$ cat config.mk
export PLATFORM = sky130hd
export DESIGN_NAME = desc_bank_loader
export DESIGN_NICKNAME = d
export VERILOG_FILES = /design/src/rtl/desc_bank_loader.sv
export SDC_FILE = /design/constraint.sdc
export NUM_CORES = 1
export LEC_CHECK = 0
export ABC_AREA = 1
export CAP_MARGIN = 25
export CORE_MARGIN = 1
export CORE_UTILIZATION = 55
export DETAILED_ROUTE_END_ITERATION = 7
export PLACE_DENSITY = 0.74
export SLEW_MARGIN = 0
export SYNTH_ARGS = -nofsm -noshare
export SYNTH_HDL_FRONTEND = slang
export SYNTH_SLANG_ARGS = --single-unit
$ cat constraint.sdc
create_clock -name clk -period 23.5 [get_ports clk]
set_input_delay 4.7 -clock clk [delete_from_list [all_inputs] [get_ports clk]]
set_output_delay 4.7 -clock clk [all_outputs]
set_load 0.02 [all_outputs]
$ cat src/rtl/desc_bank_loader.sv
// Descriptor bank loader: assembles IN_W-bit beats MSB-first into DESC_BITS-bit
// descriptors and commits them into NUM_DESC slots with per-slot valid flags.
module desc_bank_loader #(
    parameter int DESC_BITS = 256,
    parameter int IN_W      = 8,
    parameter int NUM_DESC  = 4,
    localparam int BEATS    = DESC_BITS / IN_W,
    localparam int SLOT_W   = (NUM_DESC > 1) ? $clog2(NUM_DESC) : 1,
    localparam int BEAT_W   = $clog2(BEATS + 1)
) (
    input  logic                 clk,
    input  logic                 rst,
    input  logic                 start,
    input  logic [SLOT_W-1:0]    slot,
    input  logic                 abort,
    input  logic                 clear,
    input  logic                 in_valid,
    input  logic [IN_W-1:0]      in_data,
    output logic                 in_ready,
    output logic                 busy,
    output logic                 done,
    output logic                 err,
    output logic [BEAT_W-1:0]    beat_cnt,
    output logic [NUM_DESC-1:0]  desc_valid,
    input  logic [SLOT_W-1:0]    rd_slot,
    output logic [DESC_BITS-1:0] rd_data
);

    generate
        if ((DESC_BITS % IN_W) != 0) begin : g_bad_width
            $error("desc_bank_loader: DESC_BITS must be a multiple of IN_W");
        end
    endgenerate

    typedef enum logic [1:0] {
        IDLE   = 2'd0,
        LOAD   = 2'd1,
        COMMIT = 2'd2
    } state_t;

    state_t                state_r;
    state_t                next_state_s;
    logic [SLOT_W-1:0]     slot_r;
    logic [DESC_BITS-1:0]  sreg_r;
    logic [BEAT_W-1:0]     beat_cnt_r;
    logic [NUM_DESC-1:0]   desc_valid_r;
    logic [NUM_DESC-1:0]   valid_next_s;
    logic [NUM_DESC-1:0]   start_mask_s;
    logic [NUM_DESC-1:0]   commit_mask_s;
    logic                  done_r;
    logic                  err_r;
    logic [DESC_BITS-1:0]  rd_data_r;
    logic [DESC_BITS-1:0]  bank_r [NUM_DESC];
    logic                  slot_ok_s;
    logic                  rd_ok_s;
    logic                  start_ok_s;
    logic                  abort_s;
    logic                  accept_s;
    logic                  last_beat_s;
    logic                  in_ready_s;
    logic                  busy_s;

    assign slot_ok_s   = (32'(slot) < NUM_DESC);
    assign rd_ok_s     = (32'(rd_slot) < NUM_DESC);
    assign start_ok_s  = (state_r == IDLE) && start && slot_ok_s;
    assign abort_s     = (state_r == LOAD) && abort;
    // abort wins over a beat offered in the same cycle
    assign accept_s    = (state_r == LOAD) && in_valid && !abort;
    assign last_beat_s = (beat_cnt_r == BEAT_W'(BEATS - 1));

    // State register
    always_ff @(posedge clk or negedge rst) begin
        if (!rst) begin
            state_r <= IDLE;
        end else begin
            state_r <= next_state_s;
        end
    end

    // Next-state decode
    always_comb begin
        next_state_s = state_r;
        case (state_r)
            IDLE: begin
                if (start_ok_s) next_state_s = LOAD;
                else            next_state_s = IDLE;
            end
            LOAD: begin
                if (abort)                        next_state_s = IDLE;
                else if (accept_s && last_beat_s) next_state_s = COMMIT;
                else                              next_state_s = LOAD;
            end
            COMMIT:  next_state_s = IDLE;
            default: next_state_s = IDLE;
        endcase
    end

    // State-derived outputs
    always_comb begin
        in_ready_s = 1'b0;
        busy_s     = 1'b0;
        case (state_r)
            IDLE:    begin in_ready_s = 1'b0; busy_s = 1'b0; end
            LOAD:    begin in_ready_s = 1'b1; busy_s = 1'b1; end
            COMMIT:  begin in_ready_s = 1'b0; busy_s = 1'b1; end
            default: begin in_ready_s = 1'b0; busy_s = 1'b0; end
        endcase
    end

    // Valid flags: clear first, then the new load's slot drops, then the commit sets
    always_comb begin
        start_mask_s  = {NUM_DESC{1'b0}};
        commit_mask_s = {NUM_DESC{1'b0}};
        for (int i = 0; i < NUM_DESC; i++) begin
            start_mask_s[i]  = start_ok_s && (slot == SLOT_W'(i));
            commit_mask_s[i] = (state_r == COMMIT) && (slot_r == SLOT_W'(i));
        end
        valid_next_s = ((clear ? {NUM_DESC{1'b0}} : desc_valid_r) & ~start_mask_s)
                       | commit_mask_s;
    end

    // Datapath and status registers
    always_ff @(posedge clk or negedge rst) begin
        if (!rst) begin
            slot_r       <= {SLOT_W{1'b0}};
            sreg_r       <= {DESC_BITS{1'b0}};
            beat_cnt_r   <= {BEAT_W{1'b0}};
            desc_valid_r <= {NUM_DESC{1'b0}};
            done_r       <= 1'b0;
            err_r        <= 1'b0;
            rd_data_r    <= {DESC_BITS{1'b0}};
        end else begin
            desc_valid_r <= valid_next_s;
            done_r       <= (state_r == COMMIT);
            err_r        <= (state_r == IDLE) && start && !slot_ok_s;
            rd_data_r    <= rd_ok_s ? bank_r[rd_slot] : {DESC_BITS{1'b0}};
            if (start_ok_s) begin
                slot_r     <= slot;
                sreg_r     <= {DESC_BITS{1'b0}};
                beat_cnt_r <= {BEAT_W{1'b0}};
            end else if (abort_s) begin
                beat_cnt_r <= {BEAT_W{1'b0}};
            end else if (accept_s) begin
                sreg_r     <= (sreg_r << IN_W) | DESC_BITS'(in_data);
                beat_cnt_r <= beat_cnt_r + BEAT_W'(1);
            end else if (state_r == COMMIT) begin
                beat_cnt_r <= {BEAT_W{1'b0}};
            end
        end
    end

    // Bank storage, written only on the COMMIT exit edge
    always_ff @(posedge clk) begin
        if (state_r == COMMIT) begin
            bank_r[slot_r] <= sreg_r;
        end
    end

    assign in_ready   = in_ready_s;
    assign busy       = busy_s;
    assign done       = done_r;
    assign err        = err_r;
    assign beat_cnt   = beat_cnt_r;
    assign desc_valid = desc_valid_r;
    assign rd_data    = rd_data_r;

endmodule

### Yosys cells after proc, flatten, opt, wreduce, memory -nomap -nowiden

Memory sizes are Yosys's and may differ from the RTL's. A register that Yosys moved wholly into a read port is not among the register bits.
Index checks and enable logic that the tools add are counted.
Widths: inputs -> output; s select.

* memories: 1
* output and inout bits: 270
* register bits: 271
* RAM bits: 1024
* input port bits: 18

Memory list
* bank_r: words 4, width 256, rd ports 1, clocked after Yosys merged registers in 1, write ports 1, RTL line 53 `logic [DESC_BITS-1:0] bank_r [NUM_DESC];`

* equal/unequal tests: 10
* add/subtract/negate cells: 1
* multiplexer cells: 16
* reductions and logical operators: 22
* bitwise logic cells: 4

Operator list (number)
* $mux 256: 3
* $or 256x8->256: 1
* $mux 6: 4
* $logic_and 1x1->1: 13
* $eq 2x2->1 const B: 5
* $add 6x1->6 const B: 1
* $eq 2x1->1 const B: 3
* $eq 6x5->1 const B: 1
* $logic_not 2->1: 3
* $mux 1: 5
* $and 4x4->4: 1
* $mux 2: 2
* $mux 4: 1
* $not 4->4: 1
* $or 4x4->4: 1
* $pmux 2 s2: 1
* $reduce_bool 4->1: 1
* $logic_not 1->1: 2
* $ne 2x2->1 const B: 1
* $reduce_and 2->1: 1
* $reduce_bool 2->1: 1
* $reduce_or 2->1: 1

### Longest topological paths before layout

* depth after elaboration: 7
* mapped depth: 9

### Least setup slack after synthesis

No wires, ideal clock.

* path kind: register -> register
* start point: register state_r[0]
* end point: memory bank_r[0][0] (enable)
* cell stages (with the launch flop): 5
* setup time: 0.877 ns
* arrival: 11.338 ns
* clock period less this slack: 12.216 ns
* setup slack: 11.284 ns
* data required time: 22.623 ns
* path buffers: 0
* cells stage by stage: dfrtp_1 inv_1 ha_1 nand2_1 nor2_1

* cells in the longest elaborated chain, start to end: 3

Ends and longest elaborated chain
* start: declaration: RTL line 41 `state_t state_r;`
* start signal: assignment: RTL line 76 `state_r <= next_state_s;`
* $eq 2x2->1: RTL line 154 `if (state_r == COMMIT) begin`
* $mux 1: RTL line 154
* $mux 1 (not written as such): RTL line 155 `bank_r[slot_r] <= sreg_r;`
* end: declaration: RTL line 53

Every way passes these cells.

### Final worst setup path

* start point: input port start
* end point: register sreg_r[12]

* cells in the longest elaborated chain, start to end: 3
* elaborated cells on any way between the ends: 5
* classes of those cells: eq/ne: 1; mux: 1; reduce/logical: 3

Ends and longest elaborated chain
* start: declaration: RTL line 13 `input logic start,`
* $logic_and 1x1->1 *
* $ne 2x2->1 (no line) or $reduce_bool 2->1 (tied branches)
* $reduce_and 2->1 (no line)
* end signal: assignment: RTL line 126 `sreg_r <= {DESC_BITS{1'b0}};`
* end signal: assignment: RTL line 139 `sreg_r <= {DESC_BITS{1'b0}};`
* end signal: assignment: RTL line 144 `sreg_r <= (sreg_r << IN_W) | DESC_BITS'(in_data);`
* end: declaration: RTL line 44 `logic [DESC_BITS-1:0] sreg_r;`

Every way passes the cells marked *; elsewhere a longest branch is shown, timed or not.
A chain may end at the register's enable or synchronous reset.

==> impl_metrics.ini <==
[run_status]
outcome = completed

[timing]
period_minus_slack_ns = 7.018
max_slew_margin = 0.08962
rsz0062_at_grt = false
worst_slew_pin_slew_ns = 1.366
fmax_mhz = 142.5
hold_viol = 0
fin_tns_setup_ns = 0
clock_skew_ns = 0.03083
finalSetupViolations = 0
fin_ws_ns = 16.48
post-route-period-util = 0.2987
drv_slew = 0

[finish]
drive_above_1_share = 0.1266
seq_area_um2 = 43940
area_growth_pct = 15.45
nets = 3932
fill_cells = 7003
multiInputGateArea_um2 = 9564

[power]
ir_drop_mv = 0.05717
pwr-share-comb = 0.052
p_int_mw = 4.411
leakage_nw = 22.68
clkPwrFrac = 0.425
p_sw_frac = 0.2184
seqPwrFrac = 0.522
p_per_area_nw_per_um2 = 87.50
p_switching_mw = 1.233

[synth]
synth_cells = 3660
yosys-top-cells-area = edfxtp_1 55%, dfrtp_1 24%, o22ai_2 5.2%
ys_types = 23
yosys_register_bits = 1551
yosys_warnings = 0
syn-num-nets = 3682
seq_area_frac_synth = 0.7865
synth_top_area_share = 0.5504
avgSynthCellArea_um2 = 15.26
mappedNetlistArea_um2 = 55870
yosys.area.top_type = edfxtp_1

[cts]
cts_htree_levels = 4
worstSkewPairLatency_ns = 0.76
post_cts_buffers = 0
hold_buffers = 0
clock_path_buffers = 3
numCtsBuffers = 150
cts_sinks = 1551
cts.clk_slew.worst_paths_ns = 0.06
postCtsResizedCells = 0
root_buffer = clkbuf_16
cts_tree = yes

[die]
rows = 116
start_util = 0.5562
core_um2 = 100400
die_h_um = 320.7
pin_count = 288
die_area_um2 = 102900
fp.dieW_um = 320.7

[placed_design]
dp_slack_ns = 15.68
place_hpwl_um = 64230
gp_congestion = 0.7666
port_buffers = 286

[drt]
drt-wirelength-per-cell_um = 21.93
drt_first_iter_violations = 3037
viasPerCell = 5.675
finalWirelength_um = 118300
drc = 0
first_pass_iters = 5
via_count = 30615
ant_nets = 0

[job]
maxCapViolCount = 0

[global_route]
use_met2 = 0.3747
grt_overflow = 0
grt_pass1_vias = 30500
use_met1 = 0.3217
grt_busiest_layer = met2
met3_usage = 0.04224
grt_max_degree = 238
track_usage = 0.2326
grt_pass1_wl_um = 180600
grt_antenna_before_repair = 3

[critical_path]
worst_setup_path_end_kind = flip-flop
path_class = in -> reg
critPathRequiredTime_ns = 24.08
crit_arrival_ns = 7.60
cp_max_fo = 115
critPathLaunchType = input port

[hold_path]
min_path_type = reg -> reg
==> stage by stage <==
stage	std cells	hold slack [ns]	utilization	total power [mW]	cell area [µm²]
floorplan	3660	0.4760	-	3.169	55870
global placement	5112	0.4847	0.5916	3.296	59420
detailed placement	5113	0.4928	0.5919	3.299	59450
CTS	5392	0.4913	0.6417	5.682	64450
global route	5394	0.5219	0.6422	5.816	64500
finish	5395	0.4902	0.6422	5.644	64500
==> power by group through the flow <==
stage	clock, mW	sequential, mW	combinational, mW
after floorplan	0	3.03	0.137
after global placement	0	3.00	0.292
final	2.40	2.95	0.295
after detailed placement	0	3.00	0.296
after CTS	2.44	2.95	0.298
after global routing	2.55	2.95	0.318
==> critical path, stage by stage <==
cell and delay [ns]:
clkdlybuf4s50_1 0.47, nand2_2 0.21, inv_2 0.19, nor2_4 0.13, inv_8 0.72, buf_4 0.97
o22ai_1 0.15
==> synth_stat cells <==
cell type  instances
nor2_1           524
a21oi_1            2
nand4_1            4
conb_1             1
inv_4              1
clkbuf_1          83
o22ai_1          268
nand3_1           16
nor3_1             1
ha_1               4
buf_6             49
edfxtp_1        1024
nand2_1           31
buf_2             62
inv_2              3
inv_1            257
o21ai_0          537
dfrtp_1          527
nand2_2            1
nand3_2            1
buf_4             33
o22ai_2          230
nor2_4             1
==> cell type report <==
cell class,instances,share of cell area
clock buffers,208,0.06438
multi-input cells,1621,0.1483
inverters,261,0.01567
diodes,1,0.00003880
clock inverters,71,0.01317
well taps,1357,0.02632
flip-flops and latches,1551,0.6812
repair buffers,325,0.05092
==> layer usage <==
layer / part of all wire / vias to the layer above
li1: - / 13829
met3: 0.066 / 206
met1: 0.42 / 15588
met2: 0.49 / 992
met5: 0 / -
met4: 0.029 / 0
==> final timing paths <==
| check | cells after the start | slack, ns | startpoint | to |
|---|---|---|---|---|
| setup reg to reg | 6 | 19.87 | state_r[0] | bank_r[2][162] |
| min in group asynchronous | 1 | 4.02 | rst | rd_data[88] |
| max in group asynchronous | 4 | 17.17 | rst | rd_data[229] |
| hold reg to reg | 2 | 0.49 | bank_r[0][1] | rd_data[1] |
| hold / removal | 2 | 0.49 | bank_r[0][1] | rd_data[1] |
| setup / recovery | 7 | 16.48 | start | sreg_r[12] |
==> flip-flops by register name (all words and copies together) (netlist names) <==
register,cells
sreg_r,256
state_r,2
slot_r,2
beat_cnt,6
done,1
bank_r,1024
desc_valid,4
rd_data,256
==> cell usage in the layout, fill, tap and decap left out, types with 4 or more instances in the layout <==
cell,Yosys,final
edfxtp_1,1024,1024
o21ai_0,537,537
dfrtp_1,527,527
nor2_1,524,520
clkdlybuf4s50_1,0,283
o22ai_1,268,268
inv_1,257,256
o22ai_2,230,230
clkbuf_16,0,151
clkbuf_1,83,41
buf_4,33,31
nand2_1,31,30
clkinv_2,0,26
clkbuf_8,0,17
nand3_1,16,16
bufinv_16,0,13
clkinv_1,0,12
inv_6,0,7
buf_12,0,6
nor2_4,1,5
nand4_1,4,4
ha_1,4,4
clkinv_16,0,4
clkinv_4,0,4
==> cell families after synthesis <==
family | share of synthesized area
DFF | 0.7865
and+or+nand+nor | 0.03975
adders and majority gates | 0.0008959
other | 0.00006712
buffers and inverters | 0.04302
AOI/OAI and AO/OA | 0.1298
(Power assumes the default switching activity.)
